[config.mk]
export PLATFORM = sky130hd
export DESIGN_NAME = branch_resolve_queue
export DESIGN_NICKNAME = d
export VERILOG_FILES = /design/src/rtl/branch_pkg.sv /design/src/rtl/branch_entry_fifo.sv /design/src/rtl/branch_resolve_queue.sv
export SDC_FILE = /design/constraint.sdc
export NUM_CORES = 1
export LEC_CHECK = 0
export ABC_AREA = 1
export CAP_MARGIN = 30
export CORE_MARGIN = 2
export CORE_UTILIZATION = 40
export DETAILED_ROUTE_END_ITERATION = 7
export PLACE_DENSITY = 0.65
export SLEW_MARGIN = 40
export SYNTH_ARGS = -nofsm -noshare
export SYNTH_HDL_FRONTEND = slang
export SYNTH_HIERARCHICAL = 1
export SYNTH_SLANG_ARGS = --single-unit
[constraint.sdc]
create_clock -name clk -period 11.38 [get_ports clk]
set_input_delay 2.276 -clock clk [delete_from_list [all_inputs] [get_ports clk]]
set_output_delay 2.276 -clock clk [all_outputs]
set_load 0.03 [all_outputs]
[src/rtl/branch_pkg.sv]
// Shared types for the branch resolve queue: one tracked branch entry.
package branch_pkg;
  localparam int PC_NBITS = 32;

  typedef struct packed {
    logic [PC_NBITS-1:0] pc;
    logic                pred;
  } br_entry_t;
endpackage

[src/rtl/branch_entry_fifo.sv]
// DEPTH-entry circular buffer of predicted branches with synchronous clear.
// Head entry is presented combinationally so the resolve compare happens in-cycle.
module branch_entry_fifo
  import branch_pkg::*;
#(
  parameter int DEPTH = 8,
  localparam int AW   = $clog2(DEPTH),
  localparam int CW   = AW + 1
) (
  input  logic      clk,
  input  logic      reset,
  input  logic      push,
  input  logic      pop,
  input  logic      clear,
  input  br_entry_t wdata,
  output br_entry_t rdata,
  output logic      full,
  output logic      empty
);

  br_entry_t [DEPTH-1:0] mem_q, mem_d;
  logic [AW-1:0]         head_q, head_d, tail_q, tail_d;
  logic [CW-1:0]         count_q, count_d;

  assign full  = (count_q == CW'(DEPTH));
  assign empty = (count_q == '0);
  assign rdata = mem_q[head_q];

  // Payload write; a cleared cycle discards the incoming entry.
  always_comb begin
    mem_d = mem_q;
    if (push && !clear) mem_d[tail_q] = wdata;
  end

  // Pointer/count next state; clear wins over push/pop.
  always_comb begin
    head_d  = head_q;
    tail_d  = tail_q;
    count_d = count_q;
    if (clear) begin
      head_d  = '0;
      tail_d  = '0;
      count_d = '0;
    end else begin
      if (push) tail_d = tail_q + AW'(1);
      if (pop)  head_d = head_q + AW'(1);
      if (push && !pop)      count_d = count_q + CW'(1);
      else if (pop && !push) count_d = count_q - CW'(1);
    end
  end

  // Payload flops carry no reset; validity lives entirely in the count.
  always_ff @(posedge clk) begin
    mem_q <= mem_d;
  end

  // Pointer and occupancy state.
  always_ff @(posedge clk or negedge reset) begin
    if (!reset) begin
      head_q  <= '0;
      tail_q  <= '0;
      count_q <= '0;
    end else begin
      head_q  <= head_d;
      tail_q  <= tail_d;
      count_q <= count_d;
    end
  end

endmodule

[src/rtl/branch_resolve_queue.sv]
// In-order branch tracker between fetch and the predictor: captures predicted
// branches, resolves the oldest, emits a registered predictor update, and
// squashes wrong-path entries on mispredict or flush.
module branch_resolve_queue
  import branch_pkg::*;
#(
  parameter int DEPTH     = 8,
  parameter int CNT_NBITS = 32
) (
  input  logic                 clk,
  input  logic                 reset,
  input  logic                 enq_val,
  output logic                 enq_rdy,
  input  logic [PC_NBITS-1:0]  enq_pc,
  input  logic                 enq_pred,
  input  logic                 res_val,
  input  logic                 res_taken,
  input  logic                 flush,
  output logic                 upd_en,
  output logic                 upd_val,
  output logic [PC_NBITS-1:0]  upd_pc,
  output logic                 mispredict,
  output logic                 res_err,
  output logic [CNT_NBITS-1:0] n_branches,
  output logic [CNT_NBITS-1:0] n_mispred
);

  localparam logic [CNT_NBITS-1:0] CNT_MAX = '1;

  br_entry_t head_ent, enq_ent;
  logic      full, empty;
  logic      enq_fire, res_fire, mis_now, clear;

  logic                 upd_en_q, upd_en_d;
  logic                 upd_val_q, upd_val_d;
  logic [PC_NBITS-1:0]  upd_pc_q, upd_pc_d;
  logic                 mispredict_q, mispredict_d;
  logic                 res_err_q, res_err_d;
  logic [CNT_NBITS-1:0] n_branches_q, n_branches_d;
  logic [CNT_NBITS-1:0] n_mispred_q, n_mispred_d;

  // Full blocks enqueue even when a resolve frees a slot this cycle (no bypass).
  assign enq_rdy  = !full;
  assign enq_fire = enq_val && !full;
  assign res_fire = res_val && !empty;
  assign mis_now  = res_fire && (res_taken != head_ent.pred);
  // Everything behind a mispredicting branch is wrong-path.
  assign clear    = flush || mis_now;
  assign enq_ent  = '{pc: enq_pc, pred: enq_pred};

  branch_entry_fifo #(.DEPTH(DEPTH)) u_fifo (
    .clk   (clk),
    .reset (reset),
    .push  (enq_fire),
    .pop   (res_fire),
    .clear (clear),
    .wdata (enq_ent),
    .rdata (head_ent),
    .full  (full),
    .empty (empty)
  );

  // Update stage, error flag and saturating statistics.
  always_comb begin
    upd_en_d     = res_fire;
    mispredict_d = mis_now;
    upd_val_d    = upd_val_q;
    upd_pc_d     = upd_pc_q;
    if (res_fire) begin
      upd_val_d = res_taken;
      upd_pc_d  = head_ent.pc;
    end
    res_err_d    = res_err_q || (res_val && empty);
    n_branches_d = n_branches_q;
    n_mispred_d  = n_mispred_q;
    if (res_fire && n_branches_q != CNT_MAX) n_branches_d = n_branches_q + CNT_NBITS'(1);
    if (mis_now && n_mispred_q != CNT_MAX)   n_mispred_d  = n_mispred_q + CNT_NBITS'(1);
  end

  // Registered outputs; reset drops any in-flight update.
  always_ff @(posedge clk or negedge reset) begin
    if (!reset) begin
      upd_en_q     <= 1'b0;
      upd_val_q    <= 1'b0;
      upd_pc_q     <= '0;
      mispredict_q <= 1'b0;
      res_err_q    <= 1'b0;
      n_branches_q <= '0;
      n_mispred_q  <= '0;
    end else begin
      upd_en_q     <= upd_en_d;
      upd_val_q    <= upd_val_d;
      upd_pc_q     <= upd_pc_d;
      mispredict_q <= mispredict_d;
      res_err_q    <= res_err_d;
      n_branches_q <= n_branches_d;
      n_mispred_q  <= n_mispred_d;
    end
  end

  assign upd_en     = upd_en_q;
  assign upd_val    = upd_val_q;
  assign upd_pc     = upd_pc_q;
  assign mispredict = mispredict_q;
  assign res_err    = res_err_q;
  assign n_branches = n_branches_q;
  assign n_mispred  = n_mispred_q;

endmodule

==> results.md <==
Status:
- The run finished with clean final reports.

Cells and area:
- After filler insertion, the fill cell instance count of the layout stands at 3826.
- The utilization of the core after routing is 48.5%.
- In the layout the commonest cells are 683 x sky130_fd_sc_hd__nand2_1, 301 x sky130_fd_sc_hd__nor2_1, 264 x sky130_fd_sc_hd__edfxtp_1, 138 x sky130_fd_sc_hd__clkdlybuf4s50_1, 108 x sky130_fd_sc_hd__dfrtp_1.
- The net count of the finished layout is 1986.
- Cells with a size suffix above 1 make up 5.78% of the layout.
- The multi-input logic area is 5550 sq um.
- Leaving out fill and tap cells, the most frequent cell in the layout is sky130_fd_sc_hd__nand2_1.
- The layout overhead on the synthesized area is 20.0%.
- Across the whole layout, storage elements account for 10700 sq um.
- The number of inserted diodes is 0.

Die:
- The height of the chip is 210 um.
- For this configuration, the core starts out at a cell density of 40.4%.
- The die outline area is 44000 sq um.
- The area of the placeable core is 41900 sq um.
- The floorplan die width is 210 um.
- The floorplan has 75 rows.
- The number of top-level pins is 140.

Pwr:
- Across the VDD grid, the largest voltage drop is 0.162 mV.
- The cell area power density is 204 nW/um^2.
- In this run the static leakage power is 8.04 nW.
- The overall power after layout is 4.15 mW.

Synth:
- The number of flops mapped to enable cells by yosys is 264.
- The library cell with the largest summed area after synthesis is sky130_fd_sc_hd__edfxtp_1.
- The fraction of synthesis flops using an asynchronous set or reset pin is 29.4%.
- After synthesis the netlist holds a flip-flop and latch count of 374.
- The area of the mapped netlist is 16900 sq um.
- The top flip-flop cell by instance count after synthesis is sky130_fd_sc_hd__edfxtp_1.
- The count of mapped cells out of synthesis is 1804.
- The sequential fraction of the synthesis area is 63.1%.
- Each instance of the synthesized netlist takes up on average 9.38 sq um.
- The number of different library cells in the post-synthesis netlist is 38.
- Yosys attributes the largest share of cell area to sky130_fd_sc_hd__edfxtp_1 47%, sky130_fd_sc_hd__dfrtp_1 16%, sky130_fd_sc_hd__nand2_1 15%.
- The Yosys step of the flow raised 6 warnings.
- The top-area cell type share of the netlist area is 46.9%.
- The number of nets handed over by synthesis was 1850.

Clocking:
- The number of sinks on the clock net is 374.
- For the worst-skew pair, the clock arrives at the later sink with an insertion delay of 0.55 ns.
- The clock tree synthesis step divided the H-tree into 2 levels.
- The post-cts repair resize count is 0.
- The clock root buffer is sky130_fd_sc_hd__clkbuf_16.
- Once the clock tree was built, the setup fixing pass inserted 0 buffers.
- The total of hold buffers inserted after clock tree synthesis is 0.
- TritonCTS built the clock tree.
- Clock-pin slew was measured on the worst setup and hold paths at 0.06 ns.
- In this run the deepest clock path goes through 3 buffers.
- The number of buffers created by CTS is 40.

Place:
- The count of buffers from port buffering is 139.
- The worst setup slack before clock tree synthesis is 5.60 ns.
- Detailed placement ended at an HPWL of 26.2 mm.
- Routability-driven placement finished with a final weighted congestion of 0.901.

STA:
- Headroom to the max-slew limit came out at 48.7%.
- Once routing completed, OpenROAD measured the worst setup slack at 6.19 ns.
- At the pin with the least slew margin, the transition time is 0.764 ns.
- Summed over all failing endpoints, the final setup total negative slack is 0 ns.
- Setup repair after global routing left no endpoint under its margin.
- The clock period could shrink to 5.19 ns.
- Derived from the worst setup path, the maximum achievable clock frequency is 193 MHz.
- The count of pins over their slew limit is 0.
- After layout, the worst path uses 45.6% of the clock period.
- The hold violation total from the final report came to 0.
- The final worst clock skew is 0.0197 ns.
- The count of final setup violators is 0.

Route:
- The number of DRC markers after the initial detailed-route iteration is 757.
- Summing over every cut layer, the via total after detailed routing is 12300.
- The pre-antenna-repair detailed-routing pass consisted of 4 iterations.
- The final antenna-violating net count is 0.
- The average wire per standard cell is 16.0 um.
- The via density per instance is 4.91.
- The final wirelength is 40.3 mm.
- In the routed design, unresolved DRC markers number 0.

Worst setup path:
- The largest single stage delay on the critical path is 0.62 ns.
- Along the worst path, the maximum fanout reaches 39.
- STA puts the critical path data arrival time at 5.43 ns.
- Counting both buffers and inverters, the worst setup path holds a total of 6.
- The cell type of the slowest stage on the worst timing path is sky130_fd_sc_hd__nor2_4.
- By instance count, the cell type seen most on the critical path is sky130_fd_sc_hd__inv_1.
- The worst reg2reg path endpoint is u_fifo/mem_q[137].
- STA puts the critical path data required time at 11.62 ns.
- In this run the register-to-register setup slack is 7.07 ns.
- Among cell families on the critical path, the largest total delay comes from buffers and inverters.
- In this run the critical register-to-register path is launched from u_fifo/head_q[0].
- The depth of the worst register-to-register path is 17.
- The critical path is of the primary input to flip-flop type.
- The critical path goes through clkdlybuf4s50_1, inv_1, nor2_8, inv_4, nor2_8, or2_2, inv_1, nand2_1, inv_1, nand2_1, nor2_4, buf_16.
- The type of element capturing the critical path is a flip-flop.
- The type of element launching the critical path is a primary input.

Global route:
- The number of global-route vias before repair is 12200.
- The largest net degree at the start of global routing is 87.
- The initial antenna violation count came to 0.
- Global routing used 18.6% of the available tracks across all layers.
- The first global-routing pass estimated 65.0 mm of wire.
- Summed over all layers, the global routing overflow is 0.

Run:
- The reported max-cap violation count is 0.

Hold path:
- The hold path endpoint is upd_pc[4].
- The worst hold path was traced through 2 stages.
- The kind of path behind the tightest hold check is flip-flop to flip-flop.
- The worst hold path begins at upd_pc[4].
-- area by class of cell --
type / count / share of cell area, %
multi-input cells: 1265 / 27.3
well taps: 539 / 3.32
inverters: 100 / 1.90
flip-flops and latches: 374 / 52.6
repair buffers: 159 / 8.59
clock buffers: 52 / 5.15
clock inverters: 21 / 1.10
-- metrics by stage --
stage / hold slack (ns) / cells / cell area [sq um]
after global routing: 0.501 / 2510 / 20300
final: 0.468 / 2510 / 20300
after detailed placement: 0.458 / 2436 / 19000
after floorplan: 0.502 / 1804 / 16900
after CTS: 0.472 / 2509 / 20300
after global placement: 0.457 / 2423 / 18700
-- per-layer routing --
metal | vias up | global-route usage, % | share of wire [%] | routed length, um
met3 | 56 | 2.65 | 4.4 | 1760
li1 | 6121 | - | - | -
met5 | - | 0 | 0 | 0
met1 | 5880 | 24.8 | 45 | 18000
met4 | 0 | 5.09 | 1.9 | 784
met2 | 276 | 31.8 | 49 | 19700
-- worst min-delay path, stage by stage, from the launching register on --
cell and delay, ns:
sky130_fd_sc_hd__dfrtp_1 0.34, sky130_fd_sc_hd__nand2_1 0.06, sky130_fd_sc_hd__nand2_1 0.04
-- registers in the layout, indices dropped and copies added, names as in the netlist --
register,count
u_fifo/count_q,4
u_fifo/tail_q,3
n_branches,32
res_err,1
u_fifo/mem_q,264
upd_pc,32
n_mispred,32
upd_en,1
u_fifo/head_q,3
upd_val,1
mispredict,1
-- cell families (layout without fill, tap and decap cells) --
group / count (synthesis) / after routing / synth area share, %
compound gates: 156 / 156 / 5.14
xor+xnor: 26 / 26 / 1.35
fa+ha+maj: 7 / 7 / 0.562
flops: 374 / 374 / 63.1
buf+inv: 165 / 332 / 4.43
simple gates: 1076 / 1076 / 25.4
-- power breakdown --
part | internal (mW) | leakage (nW) | switching (mW)
Combinational | 0.395 | 3.59 | 0.795
Clock | 0.726 | 0.614 | 0.540
Sequential | 1.58 | 3.84 | 0.108
-- how the worst max path moves through the flow --
stage / startpoint / to / slack, ns / depth (start not counted)
final: res_val / u_fifo/mem_q[137] / 6.19 / 12
after global routing: res_val / u_fifo/mem_q[170] / 6.02 / 12
after CTS: res_val / u_fifo/mem_q[170] / 6.16 / 12
after detailed placement: res_val / u_fifo/mem_q[147] / 5.60 / 12
after global placement: res_val / u_fifo/mem_q[214] / 5.45 / 11
after floorplan: res_val / u_fifo/mem_q[0] / 6.20 / 10
-- cell usage after synthesis, types with 6 or more instances --
cell / instances
sky130_fd_sc_hd__o211ai_1: 33
sky130_fd_sc_hd__clkbuf_1: 20
sky130_fd_sc_hd__nand3_1: 43
sky130_fd_sc_hd__buf_2: 19
sky130_fd_sc_hd__nand3b_1: 10
sky130_fd_sc_hd__xor2_1: 14
sky130_fd_sc_hd__inv_1: 94
sky130_fd_sc_hd__ha_1: 6
sky130_fd_sc_hd__o21ai_0: 93
sky130_fd_sc_hd__dfrtp_1: 110
sky130_fd_sc_hd__nor2_1: 309
sky130_fd_sc_hd__xnor2_1: 12
sky130_fd_sc_hd__nand2_1: 683
sky130_fd_sc_hd__edfxtp_1: 264
sky130_fd_sc_hd__o21ai_1: 22
sky130_fd_sc_hd__buf_6: 6
sky130_fd_sc_hd__buf_4: 13
sky130_fd_sc_hd__nor3_1: 7
Power figures use the tool's default switching activity.
